==> config.mk <==
export PLATFORM = sky130hd
export DESIGN_NAME = pipelined_ripple_adder
export DESIGN_NICKNAME = d
export VERILOG_FILES = /design/src/rtl/pipelined_ripple_adder.sv
export SDC_FILE = /design/constraint.sdc
export NUM_CORES = 1
export LEC_CHECK = 0
export CAP_MARGIN = 20
export CORE_UTILIZATION = 30
export CTS_CLUSTER_SIZE = 8
export DETAILED_ROUTE_END_ITERATION = 8
export SLEW_MARGIN = 0
export SYNTH_ARGS = -nofsm -noshare
export SYNTH_HDL_FRONTEND = slang
export SYNTH_SLANG_ARGS = --single-unit
export TNS_END_PERCENT = 100
==> constraint.sdc <==
create_clock -name clk -period 3 [get_ports clk]
set_input_delay 0.6 -clock clk [delete_from_list [all_inputs] [get_ports clk]]
set_output_delay 0.6 -clock clk [all_outputs]
set_load 0.01 [all_outputs]
==> src/rtl/pipelined_ripple_adder.sv <==
// Pipelined add/subtract: WIDTH split into STAGES ripple chunks, carry registered between stages.
// Optional signed-overflow output enabled by defining PIPELINED_RIPPLE_ADDER_OVF_EN.

module pra_fa (
  input  logic x,
  input  logic y,
  input  logic z,
  output logic s,
  output logic co
);
  assign s  = x ^ y ^ z;
  assign co = (x & y) | (x & z) | (y & z);
endmodule

module pipelined_ripple_adder #(
  parameter int WIDTH  = 16,
  parameter int STAGES = 4
) (
  input  logic             clk,
  input  logic             rst_n,
  input  logic             in_valid,
  output logic             in_ready,
  input  logic [WIDTH-1:0] in_a,
  input  logic [WIDTH-1:0] in_b,
  input  logic             in_cin,
  input  logic             in_sub,
  output logic             out_valid,
  input  logic             out_ready,
  output logic [WIDTH-1:0] out_sum,
`ifdef PIPELINED_RIPPLE_ADDER_OVF_EN
  output logic             out_ovf,
`endif
  output logic             out_cout
);
  localparam int CHUNK = WIDTH / STAGES;

  if (WIDTH < 1 || STAGES < 1 || (WIDTH % STAGES) != 0) begin : g_bad_cfg
    $error("pipelined_ripple_adder: STAGES must divide WIDTH");
  end

  logic              adv;
  logic [WIDTH-1:0]  b_eff;
  logic              c0;
  logic [STAGES-1:0] vld_pipe;

  assign b_eff     = in_sub ? ~in_b : in_b;
  assign c0        = in_sub ? 1'b1 : in_cin;
  assign out_valid = vld_pipe[STAGES-1];
  // Whole pipe moves in lockstep; bubbles are kept, not squeezed.
  assign adv       = !out_valid || out_ready;
  assign in_ready  = adv;

  always_ff @(posedge clk or negedge rst_n) begin
    if (!rst_n) begin
      vld_pipe <= '0;
    end else if (adv) begin
      vld_pipe[0] <= in_valid;
      for (int k = 1; k < STAGES; k++) vld_pipe[k] <= vld_pipe[k-1];
    end
  end

  for (genvar k = 0; k < STAGES; k++) begin : g_st
    localparam int LO = k * CHUNK;
    localparam int IW = WIDTH - LO;   // operand bits not yet consumed

    logic [IW-1:0]       ra_i, rb_i;
    logic [CHUNK:0]      cy;
    logic [CHUNK-1:0]    cs;
    logic [LO+CHUNK-1:0] s_n, s_q;
    logic                c_q;

    if (k == 0) begin : g_head
      assign ra_i  = in_a;
      assign rb_i  = b_eff;
      assign cy[0] = c0;
      assign s_n   = cs;
    end else begin : g_tail
      assign ra_i  = g_st[k-1].g_rem.ra_q;
      assign rb_i  = g_st[k-1].g_rem.rb_q;
      assign cy[0] = g_st[k-1].c_q;
      assign s_n   = {cs, g_st[k-1].s_q};
    end

    for (genvar i = 0; i < CHUNK; i++) begin : g_fa
      pra_fa u_fa (.x(ra_i[i]), .y(rb_i[i]), .z(cy[i]), .s(cs[i]), .co(cy[i+1]));
    end

    always_ff @(posedge clk or negedge rst_n) begin
      if (!rst_n) begin
        s_q <= '0;
        c_q <= 1'b0;
      end else if (adv) begin
        s_q <= s_n;
        c_q <= cy[CHUNK];
      end
    end

    if (IW > CHUNK) begin : g_rem
      logic [IW-CHUNK-1:0] ra_q, rb_q;
      always_ff @(posedge clk or negedge rst_n) begin
        if (!rst_n) begin
          ra_q <= '0;
          rb_q <= '0;
        end else if (adv) begin
          ra_q <= ra_i[IW-1:CHUNK];
          rb_q <= rb_i[IW-1:CHUNK];
        end
      end
    end

`ifdef PIPELINED_RIPPLE_ADDER_OVF_EN
    // Carry into MSB vs carry out of MSB, taken on b_eff so subtract is covered.
    if (k == STAGES-1) begin : g_ovf
      logic o_q;
      always_ff @(posedge clk or negedge rst_n) begin
        if (!rst_n)   o_q <= 1'b0;
        else if (adv) o_q <= cy[CHUNK] ^ cy[CHUNK-1];
      end
    end
`endif
  end

  assign out_sum  = g_st[STAGES-1].s_q;
  assign out_cout = g_st[STAGES-1].c_q;
`ifdef PIPELINED_RIPPLE_ADDER_OVF_EN
  assign out_ovf  = g_st[STAGES-1].g_ovf.o_q;
`endif

endmodule
==> metrics.md <==
| Metric | Value |
|---|---|
| Run status | `complete, no violations` |
| CTS Hold Bufs | `0` |
| Initial DRC Count | `88` |
| Fin area | `5250 sq um` |
| Mapped Area | `4220 sq um` |
| Placer congestion estimate | `0.719` |
| Final setup fails | `0` |
| Final wirelength | `7.12 mm` |
| Grt total ovfl | `0` |
| Yosys synthesis warning count | `0` |
| Cell Rows | `42` |
| H-tree Lvls | `3` |
| Most common cell after layout, fill and taps aside | `dfrtp_1` |
| Critical path class | `in -> reg` |
| Worst Path Max Fanout | `1` |
| Vias | `2,194` |
| Slew @ Worst Pin | `around 0.65 ns` |
| RSZ-0062 raised after global routing | `false` |
| CTS tree | `built` |
| Seq/Total Area, Yosys | `between 50 and 60%` |
| Post-synth top area cell | `dfrtp_1` |
| Clock Skew | `0.00580 ns` |
| Clock buffer depth | `2` |
| R2r startpoint | `g_st[0].c_q$_DFFE_PN0P_` |
| Average wire per standard cell | `13.9 um` |
| Peak VDD IR | `slightly below 0.4 mV` |
| Largest net degree at the start of global routing | `between 90 and 100` |
| Critical path, cell by cell | `clkdlybuf4s50_1 -> xor2_2 -> fa_1 -> inv_1 -> fa_1 -> fa_1 -> inv_1 -> fa_1 -> mux2_2` |
| Clock sinks | `96` |
| Via/cell ratio | `4.29` |
| First-pass GRT wire length | `12.2 mm` |
| DRC | `0` |
| HPWL after DPL | `4.86 mm` |
| Die Width | `121 um` |
| Core box area | `13,500 sq um` |
| Top cell type's share of synthesized area | `56.9%` |
| Number of max-cap violations | `0` |
| Final Cycle Share | `between 90 and 100%` |
| Vias in the first global route | `approximately 2,400` |
| Final Power | `5090 uW` |
| Initial Utilization | `roughly a third` |
| Synth Area per Inst | `15.4 sq um` |
| Worst-path clk slew | `0.07 ns` |
| Global routing's busiest layer | `met2` |
| Critical Path RT | `3.23 ns` |
| Layout cell share with drive strength beyond 1 | `31.3%` |
| Root buffer cell | `clkbuf_16` |
| Number of I/O port buffers | `56` |
| Slew Viols, Final | `0` |
| Max_slew headroom | `56.5%` |
| Placed inst area | `4940 sq um` |
| Power density over cell area | `970 nW/um^2` |
| Number of buffers created by CTS | `9` |
| Lkg Pwr | `between 0.002 and 0.0025 uW` |
| GRT Util Overall | `11.1%` |
| Setup crit end | `g_st[0].s_q[3]$_DFFE_PN0P_` |
| CP peak stage delay | `0.51 ns` |
| Net Count, Synth | `about 330` |
| CP max stage cell | `clkdlybuf4s50_1` |
| Post-CTS sizing | `0` |
| F_max | `359 MHz` |
| CP dominant cell by count | `fa_1` |
| Post-Syn Instances | `274` |
| Commonest non-fill, non-tap cells in the layout | `dfrtp_1, mux2_2, clkdlybuf4s50_1, inv_1, fa_1` |
| CP Launch Point | `in_b[0]` |
| Hold Crit Class | `in -> async` |
| Clk_lat worst skew | `approximately 0.34 ns` |
| GR met1 Demand/Resource | `14.1%` |
| #FFs+latches synth | `96` |
| Netlist cell types | `15` |
| Worst Path Arrival | `3.02 ns` |
| Worst setup SP type | `input pin` |
| Hold_ws | `0.289 ns` |
| CP endpoint kind | `flop` |
| Setup TNS | `0 ns` |
| Antenna-violating nets left | `0` |
| Reg-to-reg setup timing slack | `around 0.7 ns` |
| Area grow syn2layout | `24.4%` |
| Minimum clock period | `2.79 ns` |
| Initial DRT Pass Iterations | `4` |
| # nets final | `385` |
| Ports | `57` |
| GR Util met2 | `17.4%` |
| Initial antenna violation count | `1` |
| Die Ht | `121 um` |
| Die area | `14,500 sq um` |
| Reg2reg end | `g_st[1].s_q[7]$_DFFE_PN0P_` |
| Grt met3 use | `3.44%` |
| Number of buffers added for setup after CTS | `0` |
| Top post-synthesis cells by area | `dfrtp_1, mux2_2, fa_1` |
| Final hold vios | `0` |
| R2R cell count | `8` |
[flip-flops by register name, summed over array words and instances, names as in the netlist]
register,flops
g_st.c_q,3
g_st.g_rem.rb_q,24
g_st.s_q,24
out_cout,1
g_st.g_rem.ra_q,24
vld_pipe,4
out_sum,16
[logic make-up after synthesis]
logic type / synth area share, %
adder cells (fa/ha/maj): 7.59
buffers and inverters: 4.77
AND/OR/NAND/NOR: 2.22
flip-flops: 56.9
AO/OA/AOI/OAI: 1.07
XOR/XNOR: 3.32
multiplexers: 24.1
[worst min-delay path by stage]
stage	from	to	slack (ns)	cells past startpoint
after floorplan	rst_n	g_st[0].c_q$_DFFE_PN0P_	0.30	0
after global placement	vld_pipe[2]$_DFFE_PN0P_	vld_pipe[3]$_DFFE_PN0P_	0.45	1
after detailed placement	vld_pipe[2]$_DFFE_PN0P_	vld_pipe[3]$_DFFE_PN0P_	0.45	1
after CTS	rst_n	out_sum[6]$_DFFE_PN0P_	0.31	1
after global routing	rst_n	out_sum[6]$_DFFE_PN0P_	0.34	1
final	rst_n	out_sum[6]$_DFFE_PN0P_	0.29	1
[synthesized netlist by cell type]
| cell | instances |
|---|---|
| xnor2_1 | 4 |
| nand2b_1 | 1 |
| a21oi_1 | 9 |
| buf_6 | 6 |
| mux2_4 | 14 |
| dfrtp_1 | 96 |
| mux2i_1 | 4 |
| nand2b_4 | 1 |
| buf_2 | 8 |
| mux2_2 | 68 |
| inv_1 | 25 |
| fa_1 | 16 |
| xor2_1 | 12 |
| or2_2 | 1 |
| nor3b_1 | 9 |
[power by group]
group	internal, uW	switching [uW]	total [uW]	leakage [uW]
Sequential	1880	320	2200	0.00111
Combinational	1100	691	1790	0.00103
Clock	637	461	1100	0.000141
Total	3620	1470	5090	0.00228
[routing by layer]
metal,vias to the layer above,wire length [um]
met5,-,0
met4,0,133
met3,12,357
met2,44,3460
met1,1118,3170
li1,1020,-
[worst max-delay path: cells and delay by family]
kind,cells,cell delay [ns]
XOR/XNOR,1,0.16
buffers and inverters,3,0.66
multiplexers,1,0.26
adder cells (fa/ha/maj),4,1.33
[metrics by stage]
stage	setup slack, ns	instances	util [%]
2_1_floorplan	0.0157	274	-
5_1_grt	0.100	511	39.0
4_1_cts	0.130	511	38.9
6_report	0.212	512	39.0
3_3_place_gp	-0.232	496	36.8
3_5_place_dp	-0.227	496	36.8
[layout make-up]
class                           count  area (sq um)
Timing Repair Buffer               60           619
Antenna cell                        1          2.50
Fill cell                        1308          8210
Multi-Input combinational cell    139          1620
Sequential cell                    96          2400
Inverter                           25          93.8
Tap cell                          176           220
Clock buffer                        9           225
Clock inverter                      6          61.3
Note: power is estimated with default switching activity, not from simulation.
